$ cat src/rtl/ahb_fir_pkg.sv
// Shared constants and state type for the AHB-lite FIR register-map master.
// Addresses are byte offsets into the FIR slave's halfword register file.
package ahb_fir_pkg;

   localparam logic [3:0] ADDR_STATUS    = 4'h0;
   localparam logic [3:0] ADDR_RESULT    = 4'h2;
   localparam logic [3:0] ADDR_SAMPLE    = 4'h4;
   localparam logic [3:0] ADDR_COEFF0    = 4'h6;
   localparam logic [3:0] ADDR_COEFF1    = 4'h8;
   localparam logic [3:0] ADDR_COEFF2    = 4'hA;
   localparam logic [3:0] ADDR_COEFF3    = 4'hC;
   localparam logic [3:0] ADDR_NEW_COEFF = 4'hE;

   localparam logic [1:0] HTRANS_IDLE   = 2'b00;
   localparam logic [1:0] HTRANS_NONSEQ = 2'b10;

   localparam logic HSIZE_HALF = 1'b1;

   typedef enum logic [2:0] {
      ST_IDLE,
      ST_C_WR,
      ST_C_CONF,
      ST_C_POLL,
      ST_S_WR,
      ST_S_POLL,
      ST_S_RD
   } state_e;

   function automatic logic [3:0] coeff_addr(input logic [1:0] idx);
      return ADDR_COEFF0 + {1'b0, idx, 1'b0};
   endfunction

endpackage

$ cat src/rtl/ahb_lite_fir_master.sv
// AHB-lite manager that loads FIR coefficients, streams samples and returns results.
// Define AHB_MASTER_POLL_TIMEOUT_EN to bound poll loops by POLL_MAX reads.
module ahb_lite_fir_master #(
  parameter int unsigned POLL_MAX = 255
) (
  input  logic        clk,
  input  logic        n_rst,
  input  logic        coeff_start,
  input  logic [63:0] coeffs,
  input  logic        sample_valid,
  input  logic [15:0] sample_data,
  output logic        sample_ready,
  output logic        result_valid,
  output logic [15:0] result_data,
  output logic        result_err,
  output logic        busy,
  output logic        bus_err,
  output logic        timeout,
  output logic        hsel,
  output logic [3:0]  haddr,
  output logic        hsize,
  output logic [1:0]  htrans,
  output logic        hwrite,
  output logic [15:0] hwdata,
  input  logic [15:0] hrdata,
  input  logic        hresp
);

  import ahb_fir_pkg::*;

  state_e      state_q, state_d;
  logic [1:0]  cnt_q, cnt_d;
  logic        ph_q, ph_d;
  logic [63:0] coeff_q, coeff_d;
  logic [15:0] smp_q, smp_d;
  logic        dp_vld_q, dp_vld_d;
  logic        dp_wr_q, dp_wr_d;
  logic [15:0] dp_wdata_q, dp_wdata_d;
  logic        res_vld_q, res_vld_d;
  logic [15:0] res_data_q, res_data_d;
  logic        res_err_q, res_err_d;
  logic        bus_err_q, bus_err_d;
  logic        arm_q, arm_d;

  logic        ap_en;
  logic        ap_wr;
  logic [3:0]  ap_addr;
  logic [15:0] ap_wdata;
  logic        poll_done;

`ifdef AHB_MASTER_POLL_TIMEOUT_EN
  localparam logic [7:0] POLL_LIM = 8'(POLL_MAX);
  logic [7:0]  poll_cnt_q, poll_cnt_d;
  logic        tmo_q, tmo_d;
`endif

  always_comb begin
    state_d    = state_q;
    cnt_d      = cnt_q;
    ph_d       = ph_q;
    coeff_d    = coeff_q;
    smp_d      = smp_q;
    dp_vld_d   = 1'b0;
    dp_wr_d    = 1'b0;
    dp_wdata_d = '0;
    res_vld_d  = 1'b0;
    res_data_d = res_data_q;
    res_err_d  = res_err_q;
    bus_err_d  = 1'b0;
    arm_d      = 1'b1;
    ap_en      = 1'b0;
    ap_wr      = 1'b0;
    ap_addr    = '0;
    ap_wdata   = '0;
    poll_done  = 1'b0;
`ifdef AHB_MASTER_POLL_TIMEOUT_EN
    poll_cnt_d = poll_cnt_q;
    tmo_d      = 1'b0;
`endif

    unique case (state_q)
      ST_IDLE: begin
        if (arm_q && coeff_start) begin
          coeff_d = coeffs;
          cnt_d   = 2'd0;
          state_d = ST_C_WR;
        end else if (arm_q && sample_valid) begin
          smp_d   = sample_data;
          state_d = ST_S_WR;
        end
      end
      ST_C_WR: begin
        ap_en    = 1'b1;
        ap_wr    = 1'b1;
        ap_addr  = coeff_addr(cnt_q);
        ap_wdata = coeff_q[{cnt_q, 4'b0000} +: 16];
        cnt_d    = cnt_q + 2'd1;
        if (cnt_q == 2'd3) begin
          state_d = ST_C_CONF;
        end
      end
      ST_C_CONF: begin
        ap_en    = 1'b1;
        ap_wr    = 1'b1;
        ap_addr  = ADDR_NEW_COEFF;
        ap_wdata = 16'h0001;
        ph_d     = 1'b1;
        state_d  = ST_C_POLL;
`ifdef AHB_MASTER_POLL_TIMEOUT_EN
        poll_cnt_d = '0;
`endif
      end
      ST_C_POLL, ST_S_POLL: begin
        if (!ph_q) begin
          ap_en   = 1'b1;
          ap_addr = (state_q == ST_C_POLL) ? ADDR_NEW_COEFF
                                           : ADDR_STATUS;
          ph_d    = 1'b1;
        end else begin
          ph_d = 1'b0;
          if (dp_vld_q && !dp_wr_q) begin
            poll_done = (state_q == ST_C_POLL) ? (hrdata == 16'h0)
                                               : !hrdata[0];
            if (poll_done) begin
              if (state_q == ST_C_POLL) begin
                state_d = ST_IDLE;
              end else begin
                res_err_d = hrdata[8];
                state_d   = ST_S_RD;
              end
            end
`ifdef AHB_MASTER_POLL_TIMEOUT_EN
            else begin
              poll_cnt_d = poll_cnt_q + 8'd1;
              if (poll_cnt_d == POLL_LIM) begin
                tmo_d   = 1'b1;
                state_d = ST_IDLE;
              end
            end
`endif
          end
        end
      end
      ST_S_WR: begin
        ap_en    = 1'b1;
        ap_wr    = 1'b1;
        ap_addr  = ADDR_SAMPLE;
        ap_wdata = smp_q;
        ph_d     = 1'b1;
        state_d  = ST_S_POLL;
`ifdef AHB_MASTER_POLL_TIMEOUT_EN
        poll_cnt_d = '0;
`endif
      end
      ST_S_RD: begin
        if (!ph_q) begin
          ap_en   = 1'b1;
          ap_addr = ADDR_RESULT;
          ph_d    = 1'b1;
        end else begin
          ph_d       = 1'b0;
          res_vld_d  = 1'b1;
          res_data_d = hrdata;
          state_d    = ST_IDLE;
        end
      end
      default: begin
        state_d = ST_IDLE;
      end
    endcase

    if (ap_en) begin
      dp_vld_d   = 1'b1;
      dp_wr_d    = ap_wr;
      dp_wdata_d = ap_wr ? ap_wdata : 16'h0;
    end

    if (dp_vld_q && hresp) begin
      state_d    = ST_IDLE;
      ph_d       = 1'b0;
      dp_vld_d   = 1'b0;
      dp_wr_d    = 1'b0;
      dp_wdata_d = '0;
      res_vld_d  = 1'b0;
      res_data_d = res_data_q;
      res_err_d  = res_err_q;
      bus_err_d  = 1'b1;
`ifdef AHB_MASTER_POLL_TIMEOUT_EN
      tmo_d      = 1'b0;
`endif
    end
  end

  always_ff @(posedge clk or negedge n_rst) begin
    if (!n_rst) begin
      state_q    <= ST_IDLE;
      cnt_q      <= '0;
      ph_q       <= 1'b0;
      coeff_q    <= '0;
      smp_q      <= '0;
      dp_vld_q   <= 1'b0;
      dp_wr_q    <= 1'b0;
      dp_wdata_q <= '0;
      res_vld_q  <= 1'b0;
      res_data_q <= '0;
      res_err_q  <= 1'b0;
      bus_err_q  <= 1'b0;
      arm_q      <= 1'b0;
    end else begin
      state_q    <= state_d;
      cnt_q      <= cnt_d;
      ph_q       <= ph_d;
      coeff_q    <= coeff_d;
      smp_q      <= smp_d;
      dp_vld_q   <= dp_vld_d;
      dp_wr_q    <= dp_wr_d;
      dp_wdata_q <= dp_wdata_d;
      res_vld_q  <= res_vld_d;
      res_data_q <= res_data_d;
      res_err_q  <= res_err_d;
      bus_err_q  <= bus_err_d;
      arm_q      <= arm_d;
    end
  end

`ifdef AHB_MASTER_POLL_TIMEOUT_EN
  always_ff @(posedge clk or negedge n_rst) begin
    if (!n_rst) begin
      poll_cnt_q <= '0;
      tmo_q      <= 1'b0;
    end else begin
      poll_cnt_q <= poll_cnt_d;
      tmo_q      <= tmo_d;
    end
  end

  assign timeout = tmo_q;
`else
  assign timeout = 1'b0;
`endif

  assign hsel         = ap_en;
  assign htrans       = ap_en ? HTRANS_NONSEQ : HTRANS_IDLE;
  assign haddr        = ap_addr;
  assign hwrite       = ap_en & ap_wr;
  assign hsize        = ap_en ? HSIZE_HALF : 1'b0;
  assign hwdata       = dp_wdata_q;
  assign busy         = (state_q != ST_IDLE);
  assign sample_ready = (state_q == ST_IDLE) & arm_q & ~coeff_start;
  assign result_valid = res_vld_q;
  assign result_data  = res_data_q;
  assign result_err   = res_err_q;
  assign bus_err      = bus_err_q;

endmodule

$ cat config.mk
export PLATFORM = sky130hd
export DESIGN_NAME = ahb_lite_fir_master
export DESIGN_NICKNAME = d
export VERILOG_FILES = /design/src/rtl/ahb_fir_pkg.sv /design/src/rtl/ahb_lite_fir_master.sv
export SDC_FILE = /design/constraint.sdc
export NUM_CORES = 1
export LEC_CHECK = 0
export BUFFER_PORTS_ARGS = -buffer_cell sky130_fd_sc_hd__buf_2
export CAP_MARGIN = 25
export CORE_UTILIZATION = 47
export DETAILED_ROUTE_END_ITERATION = 8
export MAX_ROUTING_LAYER = met4
export PLACE_DENSITY = 0.83
export SYNTH_ARGS = -nofsm -noshare
export SYNTH_HDL_FRONTEND = slang
export SYNTH_SLANG_ARGS = --single-unit
$ cat constraint.sdc
create_clock -name clk -period 1.62 [get_ports clk]
set_input_delay 0.162 -clock clk [delete_from_list [all_inputs] [get_ports clk]]
set_output_delay 0.162 -clock clk [all_outputs]
set_load 0.02 [all_outputs]
==> results.ini, run 1 <==
[finish]
final_nets=781
final_layout_size_suffix_gt1_frac=0.605
diodes=0
areaGrowthSynthToFinish_pct=66.2
instances_no_fill=829

[synthesis]
yosysTopAreaCell=dfrtp_1
yosysUniqueCellTypes=39
syn_area_per_cell_um2=14.2
ys_ff_latch=124
ys_seq_area_frac=0.572
async_flop_share=1.00
synthMostInstantiatedCell=dfrtp_1
synth_commonest_cells=124 x dfrtp_1, 97 x mux2_2, 27 x nor2_1
synth-main-ff-cell=dfrtp_1
yosysWarningCount=0
netlist.area_leader.share=0.572
yosys-top-cells-area=dfrtp_1 57%, mux2_2 20%, mux4_2 6.6%
syn_inst=383
synth_edf_count=0
syn-cell-area_um2=5430

[sta]
hold_violations=0
fmax_ghz=0.510
finalSetupViolations=110
worst_slew_pin_slew_ns=0.552
drv_slew=0
whs_ns=0.000383
setup_ws_ns=-0.342
grt_setup_unrepaired=true
relSlewSlack=0.631
fin_skew_ns=0.0121
period_share=1.21
timing.final.crit_period_ns=1.96

[clock_network]
cts_tree=done
cts.clk_slew.worst_paths_ns=0.06
clkSinkCount=124
clk_latency_ns=0.43
clk_path_buf_depth=2
cts_root_buffer=clkbuf_16
cts-buffers-inserted=17
cts_max_level=4

[setup_path]
ff2ff_path_depth=8
critPathLaunchType=register
worstPathArrival_ns=2.27
critPathCaptureType=register
r2r_slack_ns=-0.34
r2r-end=smp_q[7]
cp_max_fo=8
r2r_start=state_q[2]
worstPathRequired_ns=1.92
worstSetupPathType=register to register
endpoint=smp_q[7]
crit_path_start=state_q[2]

[power]
pwr-share-comb=0.467
power.density_nw_per_um2=1980
ir_drop_v=0.00142
leakage_nw=4.27
clock_power_share=0.231
netSwitchingFraction=0.342
p_int_mw=11.7
p_seq_frac=0.302
total_power_mw=17.8
switchingPower_mw=6.10

[die]
die_h_um=109
ios=148
core-area_um2=11000
chipWidth_um=109
start_util=0.492
dieArea_um2=12000
rows=38

[global_route]
grt_pass1_wl_mm=23.7
track_usage=0.282
grt_antenna_before_repair=0
grt_max_degree=67
grt_pass1_vias=4670
gr-total-overflow=0

[hold_path]
hold_class=primary input to register

[job]
drv_cap=0

[route]
drt-vias-per-instance=5.55
routed_wl_mm=18.8
wl_per_cell_um=22.6
initialDrtViolationCount=193
drt-pass1-iter-count=4
antenna_left=0
drc=0
num_vias=4602

[place]
io_buffer_count=144
gp_congestion=0.822
dpl.cell_count=662
post-place-ws_ns=-0.174
dp_hpwl_mm=8.49

[run_status]
status=finished with violations
violations=setup timing

## flip-flops by register name (all words and copies together) (netlist names)
signal and flops:
coeff_q 64, result_valid 1, cnt_q 2, result_data 16, bus_err 1, arm_q 1, result_err 1, hwdata 16
ph_q 1, dp_vld_q 1, smp_q 16, dp_wr_q 1, state_q 3
## critical path: stages (launching register included)
cell and delay (ns):
dfrtp_2 0.47, buf_6 0.15, nor3_4 0.26, buf_6 0.15, inv_4 0.04, nor3_4 0.14, buf_12 0.15, clkbuf_16 0.17
mux2_4 0.31
## layout by cell type (no fill, tap or decap), drive strengths merged, types with 2 or more instances in the layout
cell / netlist / routed
dfrtp: 124 / 124
nand2b: 6 / 6
nand2: 6 / 6
nand3: 4 / 5
dlygate4sd3: 0 / 88
conb: 2 / 4
o21ai: 8 / 8
a221oi: 2 / 2
clkinv: 0 / 3
inv: 7 / 7
bufinv: 0 / 4
clkbuf: 6 / 33
buf: 24 / 205
mux4: 16 / 16
and2: 2 / 2
ha: 2 / 2
nor3: 3 / 3
nor4: 3 / 3
nor2: 27 / 27
mux2: 97 / 97
nand4: 2 / 2
nor2b: 3 / 3
a22oi: 15 / 15
a211o: 3 / 3
a21oi: 10 / 10
a211oi: 2 / 2
## power groups by stage
| stage | registers (mW) | clock network (mW) | logic [mW] |
|---|---|---|---|
| finish | 5.37 | 4.13 | 8.32 |
| global route | 5.48 | 4.29 | 8.75 |
| CTS | 5.20 | 4.08 | 6.63 |
| detailed placement | 5.25 | 0 | 5.41 |
| global placement | 5.14 | 0 | 5.24 |
| floorplan | 5.33 | 0 | 3.61 |
## repair_timing
action | 4_1_cts | 5_1_grt
setup endpoints to repair | 105 | 126
resized for setup | 64 | 66
hold buffers | 84 | 4
cloned | 0 | 16
pin swaps | 13 | 18
hold endpoints to repair | 111 | 4
buffers inserted | 24 | 8
## area by class of cell
type / count / area, um^2
flip-flops and latches: 124 / 3110
repair buffers: 303 / 2580
clock buffers: 23 / 498
fillers: 524 / 2010
well taps: 140 / 175
multi-input cells: 225 / 2490
clock inverters: 7 / 135
inverters: 7 / 33.8
## metal layers
layer / part of all wire / global-route usage
met4: 0.049 / 0.138
met5: 0 / -
met3: 0.056 / 0.0747
met2: 0.53 / 0.478
met1: 0.36 / 0.307
## worst min path at each step
stage / startpoint / endpoint / cells after the start
after floorplan: n_rst / arm_q / 0
after detailed placement: n_rst / smp_q[12] / 1
after CTS: sample_data[5] / smp_q[5] / 2
after global placement: n_rst / smp_q[13] / 1
after global routing: hrdata[15] / result_data[15] / 2
final: hrdata[1] / result_data[1] / 2
## stage by stage
| stage | utilization | TNS, ns | cell area (um^2) |
|---|---|---|---|
| finish | 0.818 | -25.25 | 9020 |
| global route | 0.818 | -28.03 | 9020 |
| CTS | 0.751 | -10.97 | 8290 |
| detailed placement | 0.581 | -2.57 | 6410 |
| global placement | 0.581 | -0.975 | 6410 |
| floorplan | - | -2.37 | 5450 |
## cell families after synthesis
family / after synthesis / synth area share
AND/OR/NAND/NOR: 59 / 0.0576
AO/OA/AOI/OAI: 46 / 0.0572
other: 2 / 0.00138
adder cells (fa/ha/maj): 2 / 0.00461
multiplexers: 113 / 0.268
flip-flops: 124 / 0.572
buffers and inverters: 37 / 0.0401
Power figures use the tool's default switching activity.
==> inputs of run 2 (changes only) <==
- CORE_MARGIN: not set -> 2
- CORE_UTILIZATION: 47 -> 56
- PLACE_DENSITY: 0.83 -> 0.91
- clock period: 1.62 -> 2.5 ns (I/O delays scaled with it)
==> run 2 against run 1 <==
Against the previous run:
- the flow now finishes without violations
- sequential power is 34% lower
- clock skew is 0.0021 ns lower
- global-route usage is 4.1 points higher
- clock-buffer cell count is 4 lower
- register-to-register slack better by 1.0 ns
- critical path depth is 4 lower
- flip-flop and latch count stayed put
- non-clock buffer count is 60 lower
- sequential share of layout area is 5.9 points higher
- routed wire length is 18% lower
- cell area is 15% lower
==> results.ini, run 2 (synthesized netlist as in run 1, its figures left out) <==
[run_status]
status=finished, final reports clean

[global_route]
grt_pass1_wl_mm=23.8  ; +0.73%
track_usage=0.322  ; +0.0406
global_route.usage.met1=0.354  ; +0.0473
gr-usage-met3=0.0814  ; +0.00671
grt_busiest_layer=met2
grt_util_met2=0.539  ; +0.0615
gr-total-overflow=0  ; unchanged
grt_pass1_vias=4659  ; -0.24%
grt_antenna_before_repair=2  ; +2
grt_max_degree=67  ; unchanged

[setup_path]
critPathCaptureType=output port
worstPathArrival_ns=2.11  ; -0.16 ns
worstPathRequired_ns=2.25  ; +0.33 ns
cp_max_fo=18  ; +10
cpMaxStageDelayCell=dfrtp_2
critPathLaunchType=register
path_cells=inv_1 > o21ai_0 > a221oi_1 > buf_2
worstSetupPathType=register to output port
r2r_slack_ns=0.67  ; +1.01 ns
cpPeakStageDelay_ns=0.52  ; +0.05 ns

[route]
antenna_left=0  ; unchanged
drc=0  ; unchanged
num_vias=4283  ; -6.9%
wl_per_cell_um=20.3  ; -10%
drt-vias-per-instance=5.64  ; +1.5%
initialDrtViolationCount=155  ; -20%
drt-pass1-iter-count=5  ; +1
routed_wl_mm=15.5  ; -18%

[power]
switchingPower_mw=3.25  ; -47%
total_power_mw=9.36  ; -47%
power.density_nw_per_um2=1220  ; -38%
leakage_nw=3.67  ; -14%
clock_power_share=0.250  ; +0.019
p_seq_frac=0.376  ; +0.074
pwr-share-comb=0.374  ; -0.093
netSwitchingFraction=0.347  ; +0.00503
p_int_mw=6.11  ; -48%
ir_drop_v=0.000639  ; -55%

[die]
start_util=0.582  ; +0.0899
dieArea_um2=10500  ; -12%
ios=148  ; unchanged
chipWidth_um=102  ; -6.4%
rows=35  ; -7.9%
core-area_um2=9330  ; -15%
die_h_um=102  ; -6.4%

[sta]
setup_ws_ns=0.144  ; +0.485 ns
whs_ns=0.0144  ; +0.0140 ns
worst_slew_pin_slew_ns=0.673  ; +0.121 ns
timing.final.crit_period_ns=2.36
hold_violations=0  ; unchanged
fmax_ghz=0.424
fin_skew_ns=0.0100  ; -0.00210 ns
relSlewSlack=0.551  ; -0.0800
drv_slew=0  ; unchanged
period_share=0.943
setup_tns_ns=0  ; +25.25 ns
finalSetupViolations=0  ; -100%

[place]
post-place-ws_ns=0.527  ; +0.701 ns
postPlaceCellArea_um2=6230  ; -2.8%
dp_hpwl_mm=8.48  ; about the same
gp_congestion=0.875  ; +6.4%
io_buffer_count=144  ; unchanged

[finish]
layout_common_cells=143 x buf_2, 121 x dfrtp_1, 97 x mux2_2
final_area_um2=7700  ; -15%
final_nets=720  ; -7.8%
largest_reg_flops=64  ; unchanged
areaGrowthSynthToFinish_pct=41.8
regMostFlops=coeff_q
final_layout_size_suffix_gt1_frac=0.493  ; -0.112
mostFrequentLayoutCell=buf_2

[clock_network]
post_cts_buffers=0  ; -100%
cts.clk_slew.worst_paths_ns=0.06  ; about the same
clkSinkCount=124  ; unchanged
clk_path_buf_depth=2  ; unchanged
cts_root_buffer=clkbuf_8
cts-buffers-inserted=17  ; unchanged
clk_latency_ns=0.51  ; +0.08 ns
cts_tree=done
cts_max_level=4  ; unchanged

[job]
drv_cap=0  ; unchanged

[hold_path]
hold_class=primary input to register

run 2: path summary, 6_finish.rpt:
kind | from | endpoint | depth (start not counted)
min in group asynchronous | n_rst | result_data[7] | 2
max reg2reg | cnt_q[0] | hwdata[11] | 4
max | state_q[2] | htrans[1] | 4
min reg2reg | result_data[5] | result_data[5] | 1
max in group asynchronous | n_rst | coeff_q[28] | 3
min | coeffs[15] | coeff_q[15] | 2
run 2: cell type report:
class / count / area (um^2)
Antenna cell: 2 / 5.00
Clock buffer: 19 / 442
Clock inverter: 12 / 123
Fill cell: 450 / 1630
Inverter: 7 / 26.3
Multi-Input combinational cell: 224 / 2120
Sequential cell: 124 / 3110
Tap cell: 129 / 161
Timing Repair Buffer: 243 / 1710
run 2: worst max-delay path, delay by kind of cell (launching register included):
family	cells	cell delay [ns]
compound gates	2	0.61
flops	1	0.52
buf+inv	2	0.46
run 2: stage by stage:
step / instances / utilization
floorplan: 385 / -
global placement: 638 / 0.668
detailed placement: 638 / 0.668
CTS: 757 / 0.823
global route: 760 / 0.825
finish: 760 / 0.825
run 2: what timing repair did:
action                                  4_1_cts  5_1_grt
gates resized for setup                       0        5
hold endpoints to repair                    136        0
endpoints found under the setup margin        0        4
hold buffers                                 88        0
run 2: power groups by stage:
stage | Sequential, mW | Combinational, mW | Clock [mW]
after detailed placement | 3.46 | 3.20 | 0
after global placement | 3.37 | 3.09 | 0
after floorplan | 3.46 | 2.30 | 0
after CTS | 3.45 | 3.36 | 2.34
final | 3.52 | 3.50 | 2.34
after global routing | 3.60 | 3.75 | 2.47
run 2: metal layers:
metal | up-vias | routed length (um)
li1 | 1843 | -
met1 | 2140 | 5550
met2 | 247 | 8170
met3 | 53 | 1100
met4 | 0 | 644
met5 | - | 0
